[config.mk]
export PLATFORM = sky130hd
export DESIGN_NAME = any1_mem_align
export DESIGN_NICKNAME = d
export VERILOG_FILES = /design/src/rtl/any1_mem_align.sv
export SDC_FILE = /design/constraint.sdc
export NUM_CORES = 1
export LEC_CHECK = 0
export ABC_AREA = 1
export CORE_UTILIZATION = 47
export DETAILED_ROUTE_END_ITERATION = 12
export DONT_BUFFER_PORTS = 1
export PLACE_DENSITY = 0.69
export SYNTH_ARGS = -nofsm -noshare
export SYNTH_HDL_FRONTEND = slang
export SYNTH_SLANG_ARGS = --single-unit
[constraint.sdc]
create_clock -name clk_i -period 1.73 [get_ports clk_i]
set_input_delay 0.173 -clock clk_i [delete_from_list [all_inputs] [get_ports clk_i]]
set_output_delay 0.173 -clock clk_i [all_outputs]
set_load 0.02 [all_outputs]
[src/rtl/any1_mem_align.sv]
`default_nettype none
// ============================================================================
// Module      : any1_mem_align
// Description : Memory access aligner. Accepts a byte-addressed load/store of
//               up to 8 bytes and turns it into one or two 64-bit aligned bus
//               cycles. Load data is re-assembled, right-aligned, masked and
//               optionally sign-extended.
// Revision    : 1.0 - initial release
//
// Ports
//   clk_i, rst_ni                  clock, synchronous active-low reset
//   req_i / ready_o                request from pipeline / block idle
//   we_i, adr_i, sel_i, sext_i     access type, byte address, unshifted lanes,
//   wdat_i                         sign-extend flag, right-aligned store data
//   done_o, err_o, rdat_o          completion pulse, bus error, load result
//   cyc_o, stb_o, we_o, sel_o,     bus master outputs (adr_o is 8-byte aligned)
//   adr_o, dat_o
//   ack_i, err_i, bus_dat_i        bus response
// ============================================================================
module any1_mem_align #(
  parameter int AWID = 32
) (
  input  logic            clk_i,
  input  logic            rst_ni,
  input  logic            req_i,
  output logic            ready_o,
  input  logic            we_i,
  input  logic [AWID-1:0] adr_i,
  input  logic [7:0]      sel_i,
  input  logic            sext_i,
  input  logic [63:0]     wdat_i,
  output logic            done_o,
  output logic            err_o,
  output logic [63:0]     rdat_o,
  output logic            cyc_o,
  output logic            stb_o,
  output logic            we_o,
  output logic [7:0]      sel_o,
  output logic [AWID-1:0] adr_o,
  output logic [63:0]     dat_o,
  input  logic            ack_i,
  input  logic            err_i,
  input  logic [63:0]     bus_dat_i
);

  typedef enum logic [1:0] {
    IDLE = 2'd0,
    BUS1 = 2'd1,
    BUS2 = 2'd2,
    FIN  = 2'd3
  } state_t;

  state_t state, state_nxt;

  // Latched request
  logic        we_r;
  logic [2:0]  off_r;
  logic [7:0]  sel_r;
  logic        sext_r;
  logic [7:0]  sel_hi_r;
  logic [63:0] wd_hi_r;
  logic [63:0] lo_r;
  logic [63:0] hi_r;
  logic        err_pend_r;

  logic        accept;
  logic [15:0] sel16;
  logic [127:0] wd128;
  logic [63:0] aligned;
  logic [63:0] byte_mask;
  logic [63:0] masked;
  logic [63:0] load_val;

  assign ready_o = (state == IDLE);
  assign accept  = (state == IDLE) && req_i;

  // Lane select and store data spread across two 8-byte words.
  assign sel16 = {8'h00, sel_i} << adr_i[2:0];
  assign wd128 = {64'h0, wdat_i} << {adr_i[2:0], 3'b000};

  // ---------------------------------------------------------------- FSM
  always_ff @(posedge clk_i) begin
    if (!rst_ni) state <= IDLE;
    else         state <= state_nxt;
  end

  always_comb begin
    state_nxt = state;
    case (state)
      IDLE: if (req_i) state_nxt = (sel_i == 8'h00) ? FIN : BUS1;
      BUS1: begin
        if (err_i)      state_nxt = FIN;
        else if (ack_i) state_nxt = (sel_hi_r != 8'h00) ? BUS2 : FIN;
      end
      BUS2: if (err_i || ack_i) state_nxt = FIN;
      FIN:  state_nxt = IDLE;
      default: state_nxt = IDLE;
    endcase
  end

  // ---------------------------------------------------------------- load path
  // Re-assemble the two bus words, shift the addressed bytes down to bit 0,
  // then keep only the lanes the access asked for.
  assign aligned = 64'({hi_r, lo_r} >> {off_r, 3'b000});

  always_comb begin
    byte_mask = 64'h0;
    for (int i = 0; i < 8; i++) begin
      byte_mask[i*8 +: 8] = {8{sel_r[i]}};
    end
  end

  assign masked = aligned & byte_mask;

  always_comb begin
    load_val = masked;
    if (sext_r) begin
      case (sel_r)
        8'h01:   load_val = {{56{masked[7]}},  masked[7:0]};
        8'h03:   load_val = {{48{masked[15]}}, masked[15:0]};
        8'h0F:   load_val = {{32{masked[31]}}, masked[31:0]};
        default: load_val = masked;
      endcase
    end
  end

  // ---------------------------------------------------------------- datapath
  always_ff @(posedge clk_i) begin
    if (!rst_ni) begin
      we_r       <= 1'b0;
      off_r      <= 3'd0;
      sel_r      <= 8'h00;
      sext_r     <= 1'b0;
      sel_hi_r   <= 8'h00;
      wd_hi_r    <= 64'h0;
      lo_r       <= 64'h0;
      hi_r       <= 64'h0;
      err_pend_r <= 1'b0;
      done_o     <= 1'b0;
      err_o      <= 1'b0;
      rdat_o     <= 64'h0;
      cyc_o      <= 1'b0;
      stb_o      <= 1'b0;
      we_o       <= 1'b0;
      sel_o      <= 8'h00;
      adr_o      <= '0;
      dat_o      <= 64'h0;
    end else begin
      done_o <= 1'b0;
      case (state)
        IDLE: begin
          if (accept) begin
            we_r       <= we_i;
            off_r      <= adr_i[2:0];
            sel_r      <= sel_i;
            sext_r     <= sext_i;
            sel_hi_r   <= sel16[15:8];
            wd_hi_r    <= wd128[127:64];
            lo_r       <= 64'h0;
            hi_r       <= 64'h0;   // stays zero unless a second cycle runs
            err_pend_r <= 1'b0;
            err_o      <= 1'b0;
            if (sel_i != 8'h00) begin
              cyc_o <= 1'b1;
              stb_o <= 1'b1;
              we_o  <= we_i;
              sel_o <= sel16[7:0];
              adr_o <= {adr_i[AWID-1:3], 3'b000};
              dat_o <= wd128[63:0];
            end
          end
        end
        BUS1: begin
          if (err_i) begin
            cyc_o      <= 1'b0;
            stb_o      <= 1'b0;
            we_o       <= 1'b0;
            sel_o      <= 8'h00;
            err_pend_r <= 1'b1;
          end else if (ack_i) begin
            lo_r <= bus_dat_i;
            if (sel_hi_r != 8'h00) begin
              sel_o <= sel_hi_r;
              adr_o <= adr_o + AWID'(8);   // wraps at the top of the space
              dat_o <= wd_hi_r;
            end else begin
              cyc_o <= 1'b0;
              stb_o <= 1'b0;
              we_o  <= 1'b0;
              sel_o <= 8'h00;
            end
          end
        end
        BUS2: begin
          if (err_i || ack_i) begin
            cyc_o <= 1'b0;
            stb_o <= 1'b0;
            we_o  <= 1'b0;
            sel_o <= 8'h00;
            if (err_i) err_pend_r <= 1'b1;
            else       hi_r       <= bus_dat_i;
          end
        end
        FIN: begin
          done_o <= 1'b1;
          err_o  <= err_pend_r;
          if (sel_r == 8'h00)
            rdat_o <= 64'h0;
          else if (!we_r && !err_pend_r)
            rdat_o <= load_val;
        end
        default: ;
      endcase
    end
  end

endmodule
`default_nettype wire

# [Word-level counts from Yosys, hierarchy flattened]
# Index checks and enable logic that the tools add are counted.
[word_totals] register_bits=388 input_bits=175 out_inout_bits=174 word_cells=117
[op_classes] addsub=1 eq_ne=16 n_shift=3 muxes=53 bitwise_logic=1 reduce_logical=25
[op_table] cell="2-to-1 mux 64 bit" n=13
[op_table] cell="case mux 64 bit (2 select lines)" n=3
[op_table] cell="case mux 64 bit (3 select lines)" n=1
[op_table] cell="2-to-1 mux 32 bit" n=5
[op_table] cell="left shift 64 x 6 -> 128 bit" n=1
[op_table] cell="right shift 128 x 6 -> 64 bit" n=1
[op_table] cell="bitwise AND 64 bit" n=1
[op_table] cell="case mux 32 bit (2 select lines)" n=1
[op_table] cell="2-to-1 mux 8 bit" n=6
[op_table] cell="adder 32 x 4 -> 32 bit, second input constant" n=1
[op_table] cell="case mux 8 bit (3 select lines)" n=1
[op_table] cell="logical NOT 8 bit" n=2
[op_table] cell="nonzero test 8 bit" n=2
[op_table] cell="left shift 8 x 3 -> 16 bit" n=1
[op_table] cell="2-to-1 mux 1 bit" n=13
[op_table] cell="!= test 2 bit, second input constant" n=6
[op_table] cell="AND reduction 6 bit" n=2
[op_table] cell="2-to-1 mux 2 bit" n=5
[op_table] cell="case mux 1 bit (3 select lines)" n=3
[op_table] cell="== test 8 x 1 -> 1 bit, second input constant" n=1
[op_table] cell="== test 8 x 2 -> 1 bit, second input constant" n=1
[op_table] cell="== test 8 x 4 -> 1 bit, second input constant" n=1
[op_table] cell="case mux 2 bit (4 select lines)" n=1
[op_table] cell="AND reduction 4 bit" n=2
[op_table] cell="other kinds (14)" n=25

# [Depth between registers and ports, before layout]
# Gate-level depths: netlist of the first run.
[logic_depth] word_depth=6 mapped_depth=13 depth_no_buf=13

# [Worst setup path after synthesis of the first run]
# No wires, ideal clock.
[synth_path] kind="reg2reg" start="register state[0]" end="register adr_o[15]" setup_time_ns=0.116 arrival_ns=1.757 required_time_ns=1.614 slack_ns=-0.144 path_stages_with_launch=11 path_buffers=1 period_less_slack_ns=1.874 path_cell_list="dfxtp_1 > inv_1 > ha_1 > inv_2 > nor2_1 > nand4_1 > nand2_1 > nor2_2 > clkbuf_1 > nand3_1 > o211a_1"
[synth_between] elab_chain_cells=4 elab_cells_between_ends=11 classes_between="eq/ne: 6; mux: 1; reduce/logical: 4"
[synth_rtl] item="start, declared" line_no="53" source="state_t state, state_nxt;"
[synth_rtl] item="start signal, assigned" line_no="84" source="else state <= state_nxt;"
[synth_rtl] item="logical NOT 2 bit (*)"
[synth_rtl] item="net ready_o" line_no="26" source="output logic ready_o,"
[synth_rtl] item="logical AND 1 bit" line_no="75" source="assign accept = (state == IDLE) && req_i;"
[synth_rtl] item="!= test 2 x 1 -> 1 bit (no source line)"
[synth_rtl] item="AND reduction 6 bit (no source line)"
[synth_rtl] item="end signal, assigned" line_no="168" source="adr_o <= {adr_i[AWID-1:3], 3'b000};"
[synth_rtl] item="end signal, assigned" line_no="184" source="adr_o <= adr_o + AWID'(8);"
[synth_rtl] item="end, declared" line_no="39" source="output logic [AWID-1:0] adr_o,"
# Mark *: on every way through the listed nets, which the timed path passes. The rest lies on a longest branch.
# A chain may end at the register's enable or synchronous reset.

# [Final worst setup path of the first run]
[layout_path] start="register state[0]" end="register adr_o[5]"
[layout_between] elab_chain_cells=4 elab_cells_between_ends=11 classes_between="eq/ne: 6; mux: 1; reduce/logical: 4"
[layout_rtl] item="logical NOT 2 bit" line_no="75, 150"
[layout_rtl] item="logical AND 1 bit" line_no="75"
[layout_rtl] item="!= test 2 x 1 -> 1 bit (no source line)"
[layout_rtl] item="AND reduction 6 bit (no source line)"
# Parallel ways exist; a longest one is shown, timed or not.

==> impl_metrics.yaml, run 1 <==
global_route:
  antenna_found_initial: 6
  grt_usage_pct: 42.5
  grt_max_degree: 99
  grt_pass1_vias: 23583
  grt_overflow: 0
  grt_pass1_wl_mm: 144
placed_design:
  dp_hpwl_mm: 70.1
  numPortBuffers: 0
  dpl-instance-area_mm2: 0.0235
  place.gp.congestion: 1.05
cts:
  insertion_delay_ns: 0.58
  cts_tree: "built"
  clk_path_buf_depth: 3
  cts_num_sinks: 368
  htreeDepth: 2
  path_clk_slew_ns: 0.07
  root_buffer: "clkbuf_16"
  cts_buffers: 40
detailed_routing:
  drc_errors: 0
  drt_iter0_drc: 2710
  first_pass_iters: 6
  avgViaCountPerCell: 6.04
  routed_wl_mm: 99.8
  wire_per_inst_um: 24.0
  ant_nets: 0
  vias: 25113
setup_path:
  crit_family: "simple AND/OR/NAND/NOR gates"
  cp-endpoint: "adr_o[5]"
  cp-startpoint: "state[0]"
  worstPathCellList: "inv_4 -> ha_4 -> inv_6 -> nor2_4 -> nand4_1 -> nand2_2 -> nor2_4 -> buf_12 -> buf_12 -> buf_16 -> o21ai_2 -> a21oi_1"
  r2r_start: "state[0]"
  ff2ff_path_depth: 12
  crit_slowest_cell: "dfxtp_4"
  cp.depth: 12
  worst_path_largest_cell_delay_ns: 0.38
  critical_path_class: "reg -> reg"
  critPathMaxFanout: 7
  r2r-end: "adr_o[5]"
  worstSetupEndpointType: "flip-flop"
  cp.arrival_ns: 2.46
  start_kind: "flip-flop"
  reg2reg_slack_ns: -0.24
  cp_num_buf_inv: 5
  required_ns: 2.22
logic_synthesis:
  synthArstFlopShare_pct: 0
  yosysTopAreaCell: "dfxtp_1"
  syn_inst: 3201
  synth_edf_count: 0
  ys_types: 49
  ys_top_cells_by_area: "dfxtp_1, nand2_1, a21oi_1"
  synth_top_area_share_pct: 35.7
  seq_area_frac_synth_pct: 35.7
  syn-cell-area_mm2: 0.0206
  synth_area_per_cell_um2: 6.45
  ys_seq_elements: 368
  synth_warnings: 0
  synth_flop_cell: "dfxtp_1"
layout:
  design_area_mm2: 0.0289
  final_nets: 3722
  postLayoutCoreUtil_pct: 67.0
  nFillCells: 3816
  multiInputGateArea_mm2: 0.0130
  drive_gt1_share_pct: 25.4
  area_delta_synth_final_pct: 40.1
  regArea_mm2: 0.00738
power:
  p_clk_share_pct: 18.2
  p_seq_share_pct: 26.0
  leakagePower_nw: 11.3
  ir_drop_mv: 1.14
  p_switching_mw: 22.0
  power_frac_comb_pct: 55.8
  power.density_mw_per_mm2: 1670
  p_int_mw: 26.4
  total_power_mw: 48.4
  switching_share_pct: 45.4
floorplan:
  die_h_um: 212
  die_x_um: 212
  core-area_mm2: 0.0432
  rows: 76
  die_area_mm2: 0.0448
  ios: 349
  initial_core_util_pct: 47.8
timing:
  setup_viol: 206
  fin_skew_ns: 0.0244
  fmax_ghz: 0.507
  rsz0062_at_grt: "true"
  tightest_slew_ns: 0.909
  worst_slack_ns: -0.241
  drv_slew: 0
  period_minus_slack_ns: 1.97
  finalHoldViolations: 0
  period_share_pct: 114
  slew_headroom_pct: 39.2
outcome:
  outcome: "finished, violations left"
  violations: "negative setup slack"
hold_path:
  hold_class: "in -> reg"
run:
  maxCapViolCount: 0
cells in the final DEF (no fill, tap or decap), types with 12 or more instances in the layout:
| master | count |
|---|---|
| a31oi_1 | 26 |
| o21ai_2 | 48 |
| clkbuf_16 | 50 |
| or2_2 | 15 |
| buf_4 | 294 |
| dlygate4sd3_1 | 133 |
| inv_1 | 113 |
| nand3_2 | 52 |
| o21ai_1 | 71 |
| buf_16 | 13 |
| buf_12 | 64 |
| dfxtp_1 | 362 |
| nand2_1 | 855 |
| o21ai_0 | 187 |
| nor2_2 | 18 |
| o211ai_1 | 19 |
| nor2_1 | 210 |
| nand4_1 | 12 |
| a22oi_1 | 23 |
| nand2_2 | 76 |
| a21oi_1 | 294 |
| nand2_4 | 25 |
| a21oi_2 | 103 |
| a211oi_1 | 33 |
| buf_6 | 27 |
| nand3_1 | 231 |
| inv_2 | 15 |
| mux2i_1 | 26 |
kinds of logic after synthesis:
kind of cell | after synthesis | share of synthesized area (%)
compound gates | 851 | 22.9
xor+xnor | 1 | 0.0424
mux | 26 | 1.26
flops | 368 | 35.7
fa+ha+maj | 5 | 0.303
buf+inv | 394 | 8.54
simple gates | 1555 | 31.3
other cells | 1 | 0.0182
worst min-delay path by stage:
stage / start / end / slack [ns] / depth (start not counted)
after CTS: adr_i[0] / wd_hi_r[29] / 0.0008 / 5
final: wdat_i[42] / wd_hi_r[10] / 0.02 / 4
after global routing: adr_i[1] / dat_o[23] / 0.05 / 4
after floorplan: req_i / sel_r[6] / 0.28 / 1
after global placement: req_i / sel_r[6] / 0.29 / 1
after detailed placement: rst_ni / done_o / 0.29 / 2
layer usage:
metal	share of wire [%]	vias up	global-route usage (%)
met1	38	11850	52.7
li1	-	11417	-
met5	0	-	0
met4	7.6	0	29.2
met2	45	1494	66.9
met3	9.2	352	7.74
state kept, by name (all words and copies together) (netlist names):
| register | cells |
|---|---|
| dat_o | 64 |
| lo_r | 64 |
| rdat_o | 64 |
| hi_r | 56 |
| wd_hi_r | 56 |
| adr_o | 29 |
| sel_o | 8 |
| sel_r | 8 |
| sel_hi_r | 7 |
| off_r | 3 |
| state | 2 |
| done_o | 1 |
| err_o | 1 |
| err_pend_r | 1 |
| sext_r | 1 |
| stb_o | 1 |
| we_o | 1 |
| we_r | 1 |
metrics by stage:
| stage | TNS (ns) | hold slack, ns | setup WS [ns] | std cells |
|---|---|---|---|---|
| floorplan | -0.438 | 0.285 | -0.00875 | 3203 |
| finish | -24.98 | 0.0220 | -0.241 | 4160 |
| global route | -39.00 | 0.0528 | -0.316 | 4159 |
| detailed placement | -34.72 | 0.287 | -0.470 | 3883 |
| CTS | -12.53 | 0.000803 | -0.158 | 4126 |
| global placement | -20.77 | 0.290 | -0.396 | 3883 |
worst reg2reg max path, cell delays in order, from the launching register on:
cell	delay [ns]
dfxtp_4	0.38
inv_4	0.04
ha_4	0.17
inv_6	0.08
nor2_4	0.04
nand4_1	0.22
nand2_2	0.10
nor2_4	0.23
buf_12	0.15
buf_12	0.10
buf_16	0.14
o21ai_2	0.06
a21oi_1	0.18
what timing repair did:
action | CTS | global route
setup endpoints to repair | 300 | 305
hold buffers | 135 | 0
hold endpoints to repair | 292 | 0
resized for setup | 194 | 385
setup buffers | 29 | 26
cloned | 14 | 10
pin swaps | 45 | 113
power by group through the flow:
| stage | sequential, mW | clock, mW | combinational, mW |
|---|---|---|---|
| floorplan | 12.3 | 0 | 10.9 |
| global placement | 12.5 | 0 | 20.1 |
| detailed placement | 12.5 | 0 | 20.3 |
| CTS | 12.4 | 8.87 | 24.0 |
| global route | 12.7 | 9.20 | 28.4 |
| finish | 12.6 | 8.82 | 27.0 |
Yosys cell counts, types with 5 or more instances:
library cell / count
nand2_1: 941
dfxtp_1: 368
a21oi_1: 367
o21ai_0: 303
nand3_1: 287
nor2_1: 231
inv_1: 124
clkbuf_1: 115
buf_2: 90
a211oi_1: 37
a21oi_2: 35
a31oi_1: 26
mux2i_1: 26
a22oi_1: 25
buf_1: 20
o211ai_1: 19
buf_4: 16
nor3_1: 16
or2_2: 16
nand2_2: 15
inv_2: 13
nand4_1: 12
buf_6: 10
nand3b_1: 10
or2_1: 10
o21ai_1: 9
o22ai_1: 7
o2bb2ai_1: 7
ha_1: 5
nor2_2: 5
area by class of cell:
cell class | instances | share of cell area [%]
Multi-Input combinational cell | 2441 | 45.0
Sequential cell | 368 | 25.5
Timing Repair Buffer | 550 | 20.3
Clock buffer | 54 | 4.03
Tap cell | 585 | 2.53
Inverter | 140 | 2.00
Clock inverter | 14 | 0.532
Timing Repair inverter | 1 | 0.0692
Antenna cell | 7 | 0.0605
Power figures use the tool's default switching activity.
==> run 2: changes to the inputs <==
Settings changed: ABC_AREA 1 to not set, CORE_MARGIN set to 1.5, TNS_END_PERCENT set to 10.
==> impl_metrics.yaml, run 2 <==
power:
  leakagePower_nw: 9.54
  total_power_mw: 41.4
  power.density_mw_per_mm2: 1600
  ir_drop_mv: 1.13
floorplan:
  rows: 74
  initial_core_util_pct: 48.0
  die_h_um: 208
  ios: 349
  die_area_mm2: 0.0431
  core-area_mm2: 0.0410
  die_x_um: 208
setup_path:
  cp-startpoint: "state[0]"
  crit_family: "buffers and inverters"
  worst_path_largest_cell_delay_ns: 0.36
  ff2ff_path_depth: 12
  worstPathCellList: "buf_12 -> ha_4 -> inv_4 -> nor2_4 -> buf_6 -> a2111oi_4 -> buf_4 -> buf_12 -> buf_12 -> clkbuf_16 -> nor2_1 -> nor3_1"
  cp.depth: 12
  cp_num_buf_inv: 7
  start_kind: "flip-flop"
  cpMostUsedCell: "buf_12"
  critical_path_class: "reg -> reg"
  reg2reg_slack_ns: -0.45
  r2r_start: "state[0]"
  worstSetupEndpointType: "flip-flop"
  critPathMaxFanout: 6
  crit_slowest_cell: "dfxtp_4"
  required_ns: 2.22
  cp.arrival_ns: 2.67
logic_synthesis:
  syn-cell-area_mm2: 0.0197
  seq_area_frac_synth_pct: 37.5
  ys_top_cells_by_area: "dfxtp_1, mux4_2, nand2_1"
  synth_edf_count: 0
  syn_inst: 2181
  synth_top_area_share_pct: 37.5
  synth_area_per_cell_um2: 9.02
  synthArstFlopShare_pct: 0
  yosysTopAreaCell: "dfxtp_1"
  post-synth-top-count-cell: "dfxtp_1"
  yosys-top-cells-count: "dfxtp_1, nand2_1, a21oi_1"
  ys_types: 70
  synth_flop_cell: "dfxtp_1"
  synth_warnings: 0
  ys_seq_elements: 368
layout:
  reg.largest.list: "dat_o (64), lo_r (64), rdat_o (64)"
  stdcell_count: 2982
  final_common_cell: "dfxtp_1"
  final_nets: 2591
  area_delta_synth_final_pct: 31.9
  drive_gt1_share_pct: 28.2
  mostFrequentLayoutCells: "dfxtp_1, nand2_1, buf_4, a21oi_1, nand3_1"
detailed_routing:
  ant_nets: 0
  drc_errors: 0
  drt_iter0_drc: 3077
  wire_per_inst_um: 26.9
  avgViaCountPerCell: 6.76
  vias: 20169
  first_pass_iters: 9
  routed_wl_mm: 80.3
global_route:
  grt_pass1_vias: 18761
  grt_max_degree: 79
  grt_pass1_wl_mm: 119
  grt_overflow: 0
  antenna_found_initial: 8
  grt_usage_pct: 35.6
timing:
  finalHoldViolations: 0
  tightest_slew_ns: 1.05
  fmax_ghz: 0.458
  slew_headroom_pct: 29.8
  period_share_pct: 126
  drv_slew: 0
  fin_skew_ns: 0.0338
  worst_slack_ns: -0.453
  period_minus_slack_ns: 2.18
  setup_viol: 306
  rsz0062_at_grt: "true"
hold_path:
  hold_start: "wdat_i[4]"
  hold_depth: 4
  hold_class: "in -> reg"
cts:
  cts_tree: "built"
  clk_path_buf_depth: 3
  insertion_delay_ns: 0.59
  htreeDepth: 2
  root_buffer: "clkbuf_16"
  cts_buffers: 42
  path_clk_slew_ns: 0.06
  cts_num_sinks: 368
placed_design:
  numPortBuffers: 0
  dp_hpwl_mm: 54.2
  place.gp.congestion: 0.984
  dp_cells: 2722
run:
  maxCapViolCount: 0
outcome:
  violations: "negative setup slack"
  outcome: "finished, violations left"
## run 2: changes by cell type after synthesis, moves of 44 or more
cell | before | now
nand2_1 | 941 | 281
nor2_1 | 231 | 183
mux4_2 | 0 | 124
nand3_1 | 287 | 170
buf_2 | 90 | 46
a22oi_1 | 25 | 69
inv_1 | 124 | 7
nor3_1 | 16 | 62
a21oi_1 | 367 | 195
o21ai_0 | 303 | 50
## run 2: cells by family after synthesis
| logic type | Yosys count | synth area share (%) |
|---|---|---|
| compound gates | 550 | 19.3 |
| fa+ha+maj | 5 | 0.318 |
| buf+inv | 240 | 5.01 |
| flops | 368 | 37.5 |
| mux | 230 | 19.8 |
| other cells | 1 | 0.0191 |
| simple gates | 787 | 18.0 |
## run 2: metal layers
layer  part of all wire [%]  GRT usage [%]  wire length, um  up-vias
met2                     43           52.2            34400     1539
met4                    4.5           13.4             3590        2
met5                  0.015              0               12        -
met3                     14           11.7            11100      247
met1                     39           48.8            31200     9737
li1                       -              -                -     8644
## run 2: path summary, 6_finish.rpt
| kind | endpoint |
|---|---|
| worst max-delay path | dat_o[7] |
| worst min-delay path | dat_o[12] |
| worst max register to register | dat_o[7] |
| worst min register to register | hi_r[47] |
## run 2: timing repair
item / CTS / global route
hold endpoints to repair: 276 / 0
pin swaps: 75 / 33
gates resized for setup: 98 / 120
cloned: 4 / 3
setup endpoints to repair: 315 / 337
buffers inserted: 20 / 3
hold buffers: 148 / 0
## run 2: per-stage QoR
stage | utilization (%) | setup TNS (ns) | setup WS, ns | instance area (um2) | hold slack [ns]
2_1_floorplan | - | -63.59 | -0.271 | 19900 | 0.309
3_3_place_gp | 53.2 | -39.54 | -0.296 | 21800 | 0.309
3_5_place_dp | 53.2 | -57.51 | -0.411 | 21800 | 0.312
4_1_cts | 61.8 | -55.77 | -0.342 | 25400 | 0.00118
5_1_grt | 63.3 | -90.29 | -0.482 | 25900 | 0.0292
6_report | 63.3 | -65.99 | -0.453 | 25900 | 0.0279
## run 2: final cells by class
cell class	instances	area, um2
repair buffers	414	4210
clock buffers	58	1200
clock inverters	19	181
flip-flops and latches	368	7390
well taps	532	666
fillers	3271	15100
inverters	10	50.0
diodes	6	15.0
multi-input cells	1575	12200
## run 2: worst min-delay path, delay by kind of cell
| kind | cells | cell delay [ns] |
|---|---|---|
| multiplexers | 1 | 0.07 |
| AND/OR/NAND/NOR | 2 | 0.26 |
| AO/OA/AOI/OAI | 1 | 0.06 |
## run 2: report_power, final
part,switching [mW],internal [mW]
Combinational,11.1,8.74
Clock,3.88,5.20
Sequential,2.41,10.1
Total,17.4,24.0
